`src/rtl/temp_calc_pkg.sv`:
```
// Shared types and helpers for the temperature calculation blocks.
// Optional feature macro used by consumers: TEMP_DIV_SIGNED_EN.
package temp_calc_pkg;

   typedef enum logic [1:0] {
      IDLE = 2'd0,
      RUN  = 2'd1,
      DONE = 2'd2
   } div_state_t;

   localparam int TEMP_DIV_W_DEFAULT = 8;

   // Bits needed to hold values 0..value-1 (ceil(log2(value))).
   function automatic int clog2(input int value);
      int res;
      res = 0;
      for (int i = 0; i < 32; i++) begin
         if ((1 << i) < value) res = i + 1;
      end
      return res;
   endfunction

endpackage

```
`src/rtl/temp_restoring_divider_div_trial_sub.sv`:
```
// Trial subtractor for the restoring divider: minuend - subtrahend over
// WIDTH+1 bits, rippled through add_sub cells configured for subtraction.

// One-bit add/subtract cell: sel=1 inverts b so that a + ~b + cin subtracts.
module add_sub (
   input  logic a,
   input  logic b,
   input  logic sel,
   input  logic cin,
   output logic sum,
   output logic cout
);
   logic b_eff;

   // Full adder on a and the conditionally inverted b.
   always_comb begin
      b_eff = b ^ sel;
      sum   = a ^ b_eff ^ cin;
      cout  = (a & b_eff) | (a & cin) | (b_eff & cin);
   end
endmodule

module div_trial_sub #(
   parameter int WIDTH = 8
) (
   input  logic [WIDTH:0] minuend,
   input  logic [WIDTH:0] subtrahend,
   output logic [WIDTH:0] diff,
   output logic           borrow
);
   logic [WIDTH+1:0] carry;

   assign carry[0] = 1'b1;

   for (genvar i = 0; i <= WIDTH; i++) begin : g_cell
      add_sub u_cell (
         .a    (minuend[i]),
         .b    (subtrahend[i]),
         .sel  (1'b1),
         .cin  (carry[i]),
         .sum  (diff[i]),
         .cout (carry[i+1])
      );
   end

   // No carry out of the top cell means the subtraction went negative.
   assign borrow = ~carry[WIDTH+1];
endmodule

```
`src/rtl/temp_restoring_divider.sv`:
```
// Sequential restoring divider, one quotient bit per clock, start/done
// handshake, results held until the next accepted start.
// Optional feature macro: TEMP_DIV_SIGNED_EN (two's complement operands).
//
// state | meaning
// IDLE  | waiting for start, results held
// RUN   | one quotient bit resolved per cycle, MSB first
// DONE  | results valid, done pulsed; start here is accepted back-to-back
module temp_restoring_divider
   import temp_calc_pkg::*;
#(
   parameter int WIDTH = TEMP_DIV_W_DEFAULT
) (
   input  logic             clk,
   input  logic             rst_n,
   input  logic             start,
   input  logic [WIDTH-1:0] dividend,
   input  logic [WIDTH-1:0] divisor,
   output logic             busy,
   output logic             done,
   output logic [WIDTH-1:0] quotient,
   output logic [WIDTH-1:0] remainder,
   output logic             div_by_zero
);
   localparam int CW = clog2(WIDTH + 1);

   div_state_t       state, state_nxt;
   logic [CW-1:0]    cnt;
   logic [WIDTH-1:0] dvd_sh;   // dividend bits shift out, quotient bits shift in
   logic [WIDTH-1:0] dsr;
   logic [WIDTH-1:0] rem_r;
   logic             accept, zero_div, last_iter, borrow;
   logic [WIDTH:0]   partial, trial;
   logic [WIDTH-1:0] rem_nxt, quo_nxt, rem_fix, quo_fix;
   logic [WIDTH-1:0] dvd_mag, dsr_mag;
   logic             unused_trial_msb;

   assign accept    = start && (state != RUN);
   assign zero_div  = (divisor == '0);
   assign last_iter = (cnt == CW'(1));
   assign busy      = (state == RUN);
   assign done      = (state == DONE);

   assign partial = {rem_r, dvd_sh[WIDTH-1]};

   div_trial_sub #(.WIDTH(WIDTH)) u_trial (
      .minuend    (partial),
      .subtrahend ({1'b0, dsr}),
      .diff       (trial),
      .borrow     (borrow)
   );

   // A non-borrowing trial is below the divisor, so its top bit is always 0.
   assign unused_trial_msb = trial[WIDTH];
   assign rem_nxt = borrow ? partial[WIDTH-1:0] : trial[WIDTH-1:0];
   assign quo_nxt = {dvd_sh[WIDTH-2:0], ~borrow};

`ifdef TEMP_DIV_SIGNED_EN
   logic neg_q, neg_r;

   // Divide magnitudes; the most negative value maps to its unsigned magnitude.
   assign dvd_mag = dividend[WIDTH-1] ? (~dividend + 1'b1) : dividend;
   assign dsr_mag = divisor[WIDTH-1]  ? (~divisor + 1'b1)  : divisor;
   assign quo_fix = neg_q ? (~quo_nxt + 1'b1) : quo_nxt;
   assign rem_fix = neg_r ? (~rem_nxt + 1'b1) : rem_nxt;

   // Operand signs captured at accept drive the fix-up on the last iteration.
   always_ff @(posedge clk) begin
      if (!rst_n) begin
         neg_q <= 1'b0;
         neg_r <= 1'b0;
      end else if (accept) begin
         neg_q <= dividend[WIDTH-1] ^ divisor[WIDTH-1];
         neg_r <= dividend[WIDTH-1];
      end
   end
`else
   assign dvd_mag = dividend;
   assign dsr_mag = divisor;
   assign quo_fix = quo_nxt;
   assign rem_fix = rem_nxt;
`endif

   // State register.
   always_ff @(posedge clk) begin
      if (!rst_n) state <= IDLE;
      else        state <= state_nxt;
   end

   // Next-state logic; divide by zero skips RUN entirely.
   always_comb begin
      state_nxt = state;
      case (state)
         IDLE, DONE: begin
            if (accept) state_nxt = zero_div ? DONE : RUN;
            else        state_nxt = IDLE;
         end
         RUN:     if (last_iter) state_nxt = DONE;
         default: state_nxt = IDLE;
      endcase
   end

   // Operand capture, iteration and result registers.
   always_ff @(posedge clk) begin
      if (!rst_n) begin
         cnt         <= '0;
         dvd_sh      <= '0;
         dsr         <= '0;
         rem_r       <= '0;
         quotient    <= '0;
         remainder   <= '0;
         div_by_zero <= 1'b0;
      end else if (accept) begin
         if (zero_div) begin
            quotient    <= '1;
            remainder   <= dividend;
            div_by_zero <= 1'b1;
         end else begin
            dvd_sh      <= dvd_mag;
            dsr         <= dsr_mag;
            rem_r       <= '0;
            cnt         <= CW'(WIDTH);
            div_by_zero <= 1'b0;
         end
      end else if (state == RUN) begin
         dvd_sh <= quo_nxt;
         rem_r  <= rem_nxt;
         cnt    <= cnt - CW'(1);
         if (last_iter) begin
            quotient  <= quo_fix;
            remainder <= rem_fix;
         end
      end
   end

endmodule

```
`config.mk`:
```
export PLATFORM = sky130hd
export DESIGN_NAME = temp_restoring_divider
export DESIGN_NICKNAME = d
export VERILOG_FILES = /design/src/rtl/temp_calc_pkg.sv /design/src/rtl/temp_restoring_divider_div_trial_sub.sv /design/src/rtl/temp_restoring_divider.sv
export SDC_FILE = /design/constraint.sdc
export NUM_CORES = 1
export LEC_CHECK = 0
export ABC_CLOCK_PERIOD_IN_PS = 5400
export BUFFER_PORTS_ARGS = -buffer_cell sky130_fd_sc_hd__buf_2
export CAP_MARGIN = 15
export CELL_PAD_IN_SITES_DETAIL_PLACEMENT = 0
export CELL_PAD_IN_SITES_GLOBAL_PLACEMENT = 2
export CORE_MARGIN = 2
export CORE_UTILIZATION = 35
export CTS_CLUSTER_DIAMETER = 50
export CTS_CLUSTER_SIZE = 20
export DETAILED_ROUTE_END_ITERATION = 10
export PLACE_DENSITY_LB_ADDON = 0.05
export REMOVE_ABC_BUFFERS = 1
export SYNTH_ARGS = -nofsm -noshare
export SYNTH_HDL_FRONTEND = slang
export SYNTH_SLANG_ARGS = --single-unit
```
`constraint.sdc`:
```
create_clock -name clk -period 5.4 [get_ports clk]
set_input_delay 0.27 -clock clk [delete_from_list [all_inputs] [get_ports clk]]
set_output_delay 0.27 -clock clk [all_outputs]
set_load 0.02 [all_outputs]
```
# Word-level counts from Yosys, hierarchy flattened
# Cells that the tools add are included.
[classes] add_sub_neg=1 n_eq_ne=7 muxes=23 bitwise=66 reduce_logical=9
[op_table] cell="two-way mux 8 bit" n=15
[op_table] cell="two-way mux 32 bit" n=3
[op_table] cell="== test 32 x 1 -> 1 bit (second input constant)" n=1
[op_table] cell="subtractor 32 x 1 -> 32 bit (second input constant)" n=1
[op_table] cell="bitwise AND 1 bit" n=23
[op_table] cell="OR 1 bit" n=18
[op_table] cell="XOR 1 bit" n=15
[op_table] cell="inverter 1 bit" n=10
[op_table] cell="zero test 8 bit" n=1
[op_table] cell="two-way mux 2 bit" n=3
[op_table] cell="inequality test 2 x 1 -> 1 bit (second input constant)" n=3
[op_table] cell="one-hot mux 2 bit (2 select lines)" n=1
[op_table] cell="AND reduction 2 bit" n=2
[op_table] cell="nonzero test 2 bit" n=2
[op_table] cell="AND reduction 3 bit" n=1
[op_table] cell="== test 2 x 1 -> 1 bit (second input constant)" n=1
[op_table] cell="== test 2 bit (second input constant)" n=1
[op_table] cell="zero test 2 bit" n=1
[op_table] cell="inequality test 2 bit (second input constant)" n=1
[op_table] cell="OR reduction 2 bit" n=1
[op_table] cell="logical AND 1 bit" n=1
[op_table] cell="two-way mux 1 bit" n=1
[word_totals] register_bits=75 inputBits=19

# Logic depth before layout (Yosys ltp)
[depth] ltp_word=32 depth_mapped=15 ltp_nobuf=15

# Modules after synthesis
# A second synthesis with hierarchy kept.
[hier_totals] hier_cells=440 area_unflattened_um2=3822.4
[by_module_without_submodules] mod="temp_restoring_divider" area_each_um2=3420.8 seq_area_each_um2=1501.4 n_inst=1 cells_each=384
[by_module_without_submodules] mod="add_sub" area_each_um2=43.8 seq_area_each_um2=0.0 n_inst=9 cells_each=6
[by_module_without_submodules] mod="div_trial_sub" area_each_um2=7.5 seq_area_each_um2=0.0 n_inst=1 cells_each=2

# Least setup slack after synthesis
# OpenSTA, ideal clock, no wires.
[synth_path] kind="register to register" startpoint="register dvd_sh[7]" endpoint="register remainder[0]" t_required_ns=5.328 path_slack_ns=0.934 path_stages_with_launch=16 path_buffers=0 period_less_slack_ns=4.466 setup_time_ns=0.072 arrival_time_ns=4.395 path_cell_list="dfxtp_1 inv_1 ha_1 inv_1 fa_1 fa_1 fa_1 fa_1 fa_1 fa_1 fa_1 nor2_1 mux2_2 o21ai_0 nand2_1 mux2i_1"
[synth_via] elab_chain_len=31
[synth_lines] element="from (decl)" line="temp_restoring_divider.sv:29" text="logic [WIDTH-1:0] dvd_sh;"
[synth_lines] element="from (signal assigned)" line="temp_restoring_divider.sv:119" text="dvd_sh <= dvd_mag;"
[synth_lines] element="from (signal assigned)" line="temp_restoring_divider.sv:126" text="dvd_sh <= quo_nxt;"
[synth_lines] element="bitwise AND 1 bit" line="temp_restoring_divider_div_trial_sub.sv:19" text="cout = (a & b_eff) | (a & cin) | (b_eff & cin);"
[synth_lines] element="OR 1 bit (2 in series)" line="temp_restoring_divider_div_trial_sub.sv:19"
[synth_lines] element="bitwise AND 1 bit" line="temp_restoring_divider_div_trial_sub.sv:19"
[synth_lines] element="OR 1 bit (2 in series)" line="temp_restoring_divider_div_trial_sub.sv:19"
[synth_lines] element="bitwise AND 1 bit" line="temp_restoring_divider_div_trial_sub.sv:19"
[synth_lines] element="OR 1 bit (2 in series)" line="temp_restoring_divider_div_trial_sub.sv:19"
[synth_lines] element="bitwise AND 1 bit" line="temp_restoring_divider_div_trial_sub.sv:19"
[synth_lines] element="OR 1 bit (2 in series)" line="temp_restoring_divider_div_trial_sub.sv:19"
[synth_lines] element="[... 9 more ...]"
[synth_lines] element="bitwise AND 1 bit" line="temp_restoring_divider_div_trial_sub.sv:19"
[synth_lines] element="OR 1 bit (2 in series)" line="temp_restoring_divider_div_trial_sub.sv:19"
[synth_lines] element="bitwise AND 1 bit" line="temp_restoring_divider_div_trial_sub.sv:19"
[synth_lines] element="OR 1 bit (2 in series)" line="temp_restoring_divider_div_trial_sub.sv:19"
[synth_lines] element="two-way mux 8 bit *" line="temp_restoring_divider.sv:55" text="assign rem_nxt = borrow ? partial[WIDTH-1:0] : trial[WIDTH-1:0];"
[synth_lines] element="two-way mux 8 bit *" line="temp_restoring_divider.sv:129" text="if (last_iter) begin"
[synth_lines] element="two-way mux 8 bit *" line="temp_restoring_divider.sv:125" text="end else if (state == RUN) begin"
[synth_lines] element="two-way mux 8 bit *" line="temp_restoring_divider.sv:113" text="end else if (accept) begin"
[synth_lines] element="to (signal assigned)" line="temp_restoring_divider.sv:116" text="remainder <= dividend;"
[synth_lines] element="to (signal assigned)" line="temp_restoring_divider.sv:131" text="remainder <= rem_fix;"
[synth_lines] element="to (decl)" line="temp_restoring_divider.sv:22" text="output logic [WIDTH-1:0] remainder,"
# Mark *: on every way between the ends. The rest lies on a longest branch, timed or not. The select of a mux whose other input is x is not followed.
# A chain may end at the register's enable or synchronous reset.

# Worst setup path after layout
# Same ends and word-level chain as after synthesis.

==> impl_results.md <==
- First-pass GRT wire length: 15,200 µm
- Fillcell total: about 1,100
- FF+latch count, synth: 75
- Final Cell Area: a little over 0.004 mm²
- Number of cells on the worst hold path: 3
- Reg area: between 0.0015 and 0.002 mm²
- Gpl congestion: 0.701
- Vias per cell: about 5
- Worst VDD drop: 0.000249 V
- DRT Pass-1 Iters: 4
- GRT overflow: 0
- Root Buffer: clkbuf_8
- Commonest cells in the netlist: dfxtp_1, nand2_1, nor2_1
- Post-Syn Area: between 0.003 and 0.004 mm²
- Distinct cells, synth: 54
- GRT Util Overall: about 17%
- Top FF cell, synth: dfxtp_1
- Flop-to-flop setup slack: 1.08 ns
- Hold buffers post-CTS: 0
- Yosys top cell by area: dfxtp_1
- Post-CTS setup buffer count: 0
- Hold Crit Start: divisor[3]
- Max Slew Vio Count: 0
- Post-synth EDFFs: 0
- Post_cts resized: 0
- Setup Skew: about 0.0085 ns
- Post-synth ARST share: 0%
- TritonCTS clock tree: done
- Seq/Total Area, Yosys: 40.6%
- Cell family with most CP delay: adder cells
- CTS buffer count: 9
- Multi-input combinational cell area: between 0.002 and 0.0025 mm²
- Core area: 0.0103 mm²
- CP most frequent cell: fa_1
- Post-synthesis instance total: 411
- Starting Density: 36.0%
- DIE HEIGHT: around 110 µm
- Detail Route Antenna Nets: 0
- Largest net degree at the start of global routing: 58
- Area growth, synth to finish: 12.4%
- Clock Sink Count: 75
- Top cell type's share of synthesized area: between 40% and 50%
- Boundary Pins: 38
- H-tree depth: 3
- Vias in the first global route: about 3,000
- Final core occ: between 40% and 50%
- Final net count: ~470
- Antenna cell count: 0
- Crit path kind: register to register
- Critical path launch point: dvd_sh[7]
- Top layer reached by signal wires: met4
- Wire per inst: approximately 16 µm
- Critical path's largest stage delay: a little under 0.4 ns
- Slowest-stage cell, CP: fa_1
- Worst hold path type: input pin to register
- Relative slew slack: between 30% and 40%
- Slew @ Worst Pin: ~0.97 ns
- Die area: between 0.01 and 0.015 mm²
- DRC violations left: 0
- Status: completed
- P_leak: 1.67 nW
- Reg clk slew, reported paths: approximately 0.080 ns
- Post-layout min period: 4.32 ns
- Buffers plus inverters on the worst setup path: 3
- R2R depth: 16
- Reg2reg start: dvd_sh[7]
- Mean Syn Cell Area: 8.99 µm²
- Crit Path Max Fanout: 9
- FP Rows: 37
- Routed wl met3: just over 300 µm
- Met1 wire length: around 4300 µm
- Hpwl dp: between 6000 and 7000 µm
- WL final: 9090 µm
- Total number of vias: around 3,000
- Clock Latency Late Sink: about 0.37 ns
- PortBufs: 37
- Synth area leaders: dfxtp_1, nand2_1, mux2i_1, nor2_1, fa_1
- Critical path, cell by cell: inv_1 > ha_1 > inv_1 > fa_1 > fa_1 > fa_1 > fa_1 > fa_1 > fa_1 > fa_1 > nor2_1 > buf_4 > mux2_2 > o21ai_0 > nand2_1 > mux2i_1
- Endpoints failing setup: 0
- CP Depth: 16
- Synth warn: 0
- Final worst slack: about 1.1 ns
- DP Worst Slack: around 1.1 ns
- Antenna violations before repair: 0
- Most common cell in the netlist: dfxtp_1
- Max-cap violations: 0
- Layout cells sized above 1: approximately 16%
- Met2 wire length: between 4000 and 5000 µm
- Initial DRC Count: 113
- Setup TNS: 0 ns
- Final Hold Violating Endpoints: 0
- Fin crit share: 80.1%
- Unrepaired setup endpoints after global routing: false
- Crit path DAT: 4.63 ns
- Crit. End Element: register
- Worst path required time: roughly 5.7 ns
- Die X: 107 µm
- Pwr dens: 377 mW/mm²
- Longest Clk Path Bufs: 2
- Achievable Freq: between 200 and 250 MHz
- Critical path launch point type: register
- Dpl cell area: 0.00396 mm²
-- worst min-delay path, delay by kind of cell --
family | cells | cell delay (ns)
AOI/OAI and AO/OA | 1 | 0.06
and+or+nand+nor | 1 | 0.04
buffers and inverters | 1 | 0.10
-- sequential cells by signal, summed over array words and instances, names as in the netlist --
signal,cells
dvd_sh,8
remainder,8
state,2
cnt,32
div_by_zero,1
quotient,8
dsr,8
rem_r,8
-- per-stage QoR --
stage	hold slack (ns)	power, W	cells
2_1_floorplan	0.386	0.00101	387
3_3_place_gp	0.443	0.00114	564
3_5_place_dp	0.443	0.00114	564
4_1_cts	0.127	0.00160	580
5_1_grt	0.130	0.00168	580
6_report	0.144	0.00157	580
-- cells by family after synthesis --
family | after synthesis | synth area share (%)
compound gates | 87 | 17.6
xor+xnor | 19 | 4.50
fa+ha+maj | 10 | 4.81
buf+inv | 39 | 4.81
flops | 75 | 40.6
mux | 17 | 4.64
simple gates | 164 | 23.0
-- power by group --
group	leakage [nW]	internal [W]	switching, W	total (W)
registers	0.611	0.000606	0.0000523	0.000658
clock network	0.0991	0.000224	0.000222	0.000446
logic	0.964	0.000189	0.000273	0.000462
-- cell usage in the layout (no fill, tap or decap), types with 4 or more instances in the layout --
cell type / Yosys / routed
dfxtp_1: 75 / 75
nand2_1: 56 / 56
nor2_1: 38 / 38
buf_2: 3 / 37
a21oi_1: 17 / 17
mux2i_1: 16 / 16
inv_1: 15 / 15
nor2b_1: 14 / 14
o211ai_1: 13 / 13
xnor2_1: 12 / 12
or4_1: 11 / 11
nand3_1: 10 / 10
clkbuf_8: 0 / 10
a21boi_0: 9 / 9
a2111oi_0: 8 / 8
o21ai_0: 7 / 7
xor2_1: 7 / 7
fa_1: 7 / 7
or3_1: 6 / 6
o221a_2: 6 / 6
o211a_1: 6 / 6
nor3_1: 5 / 5
and2_1: 4 / 4
o31ai_1: 4 / 4
buf_4: 1 / 4
-- routing by layer --
metal / track usage (%) / vias to the layer above
met5: 0 / -
met4: 7.05 / 0
met3: 5.71 / 16
met2: 28.3 / 37
met1: 20.9 / 1410
li1: - / 1510
-- area by class of cell --
class,count,share of cell area (%)
inverter,15,1.36
clock inverter,5,1.27
clock buffer,11,3.40
timing repair buffer,41,5.18
sequential,75,36.1
tap,136,4.10
multi-input combinational,297,48.6
-- worst paths after layout --
check,endpoint
hold / removal,dsr[3]
hold reg to reg,remainder[7]
setup reg to reg,remainder[0]
setup / recovery,remainder[0]
No activity file was read; power rests on OpenSTA's default activity.
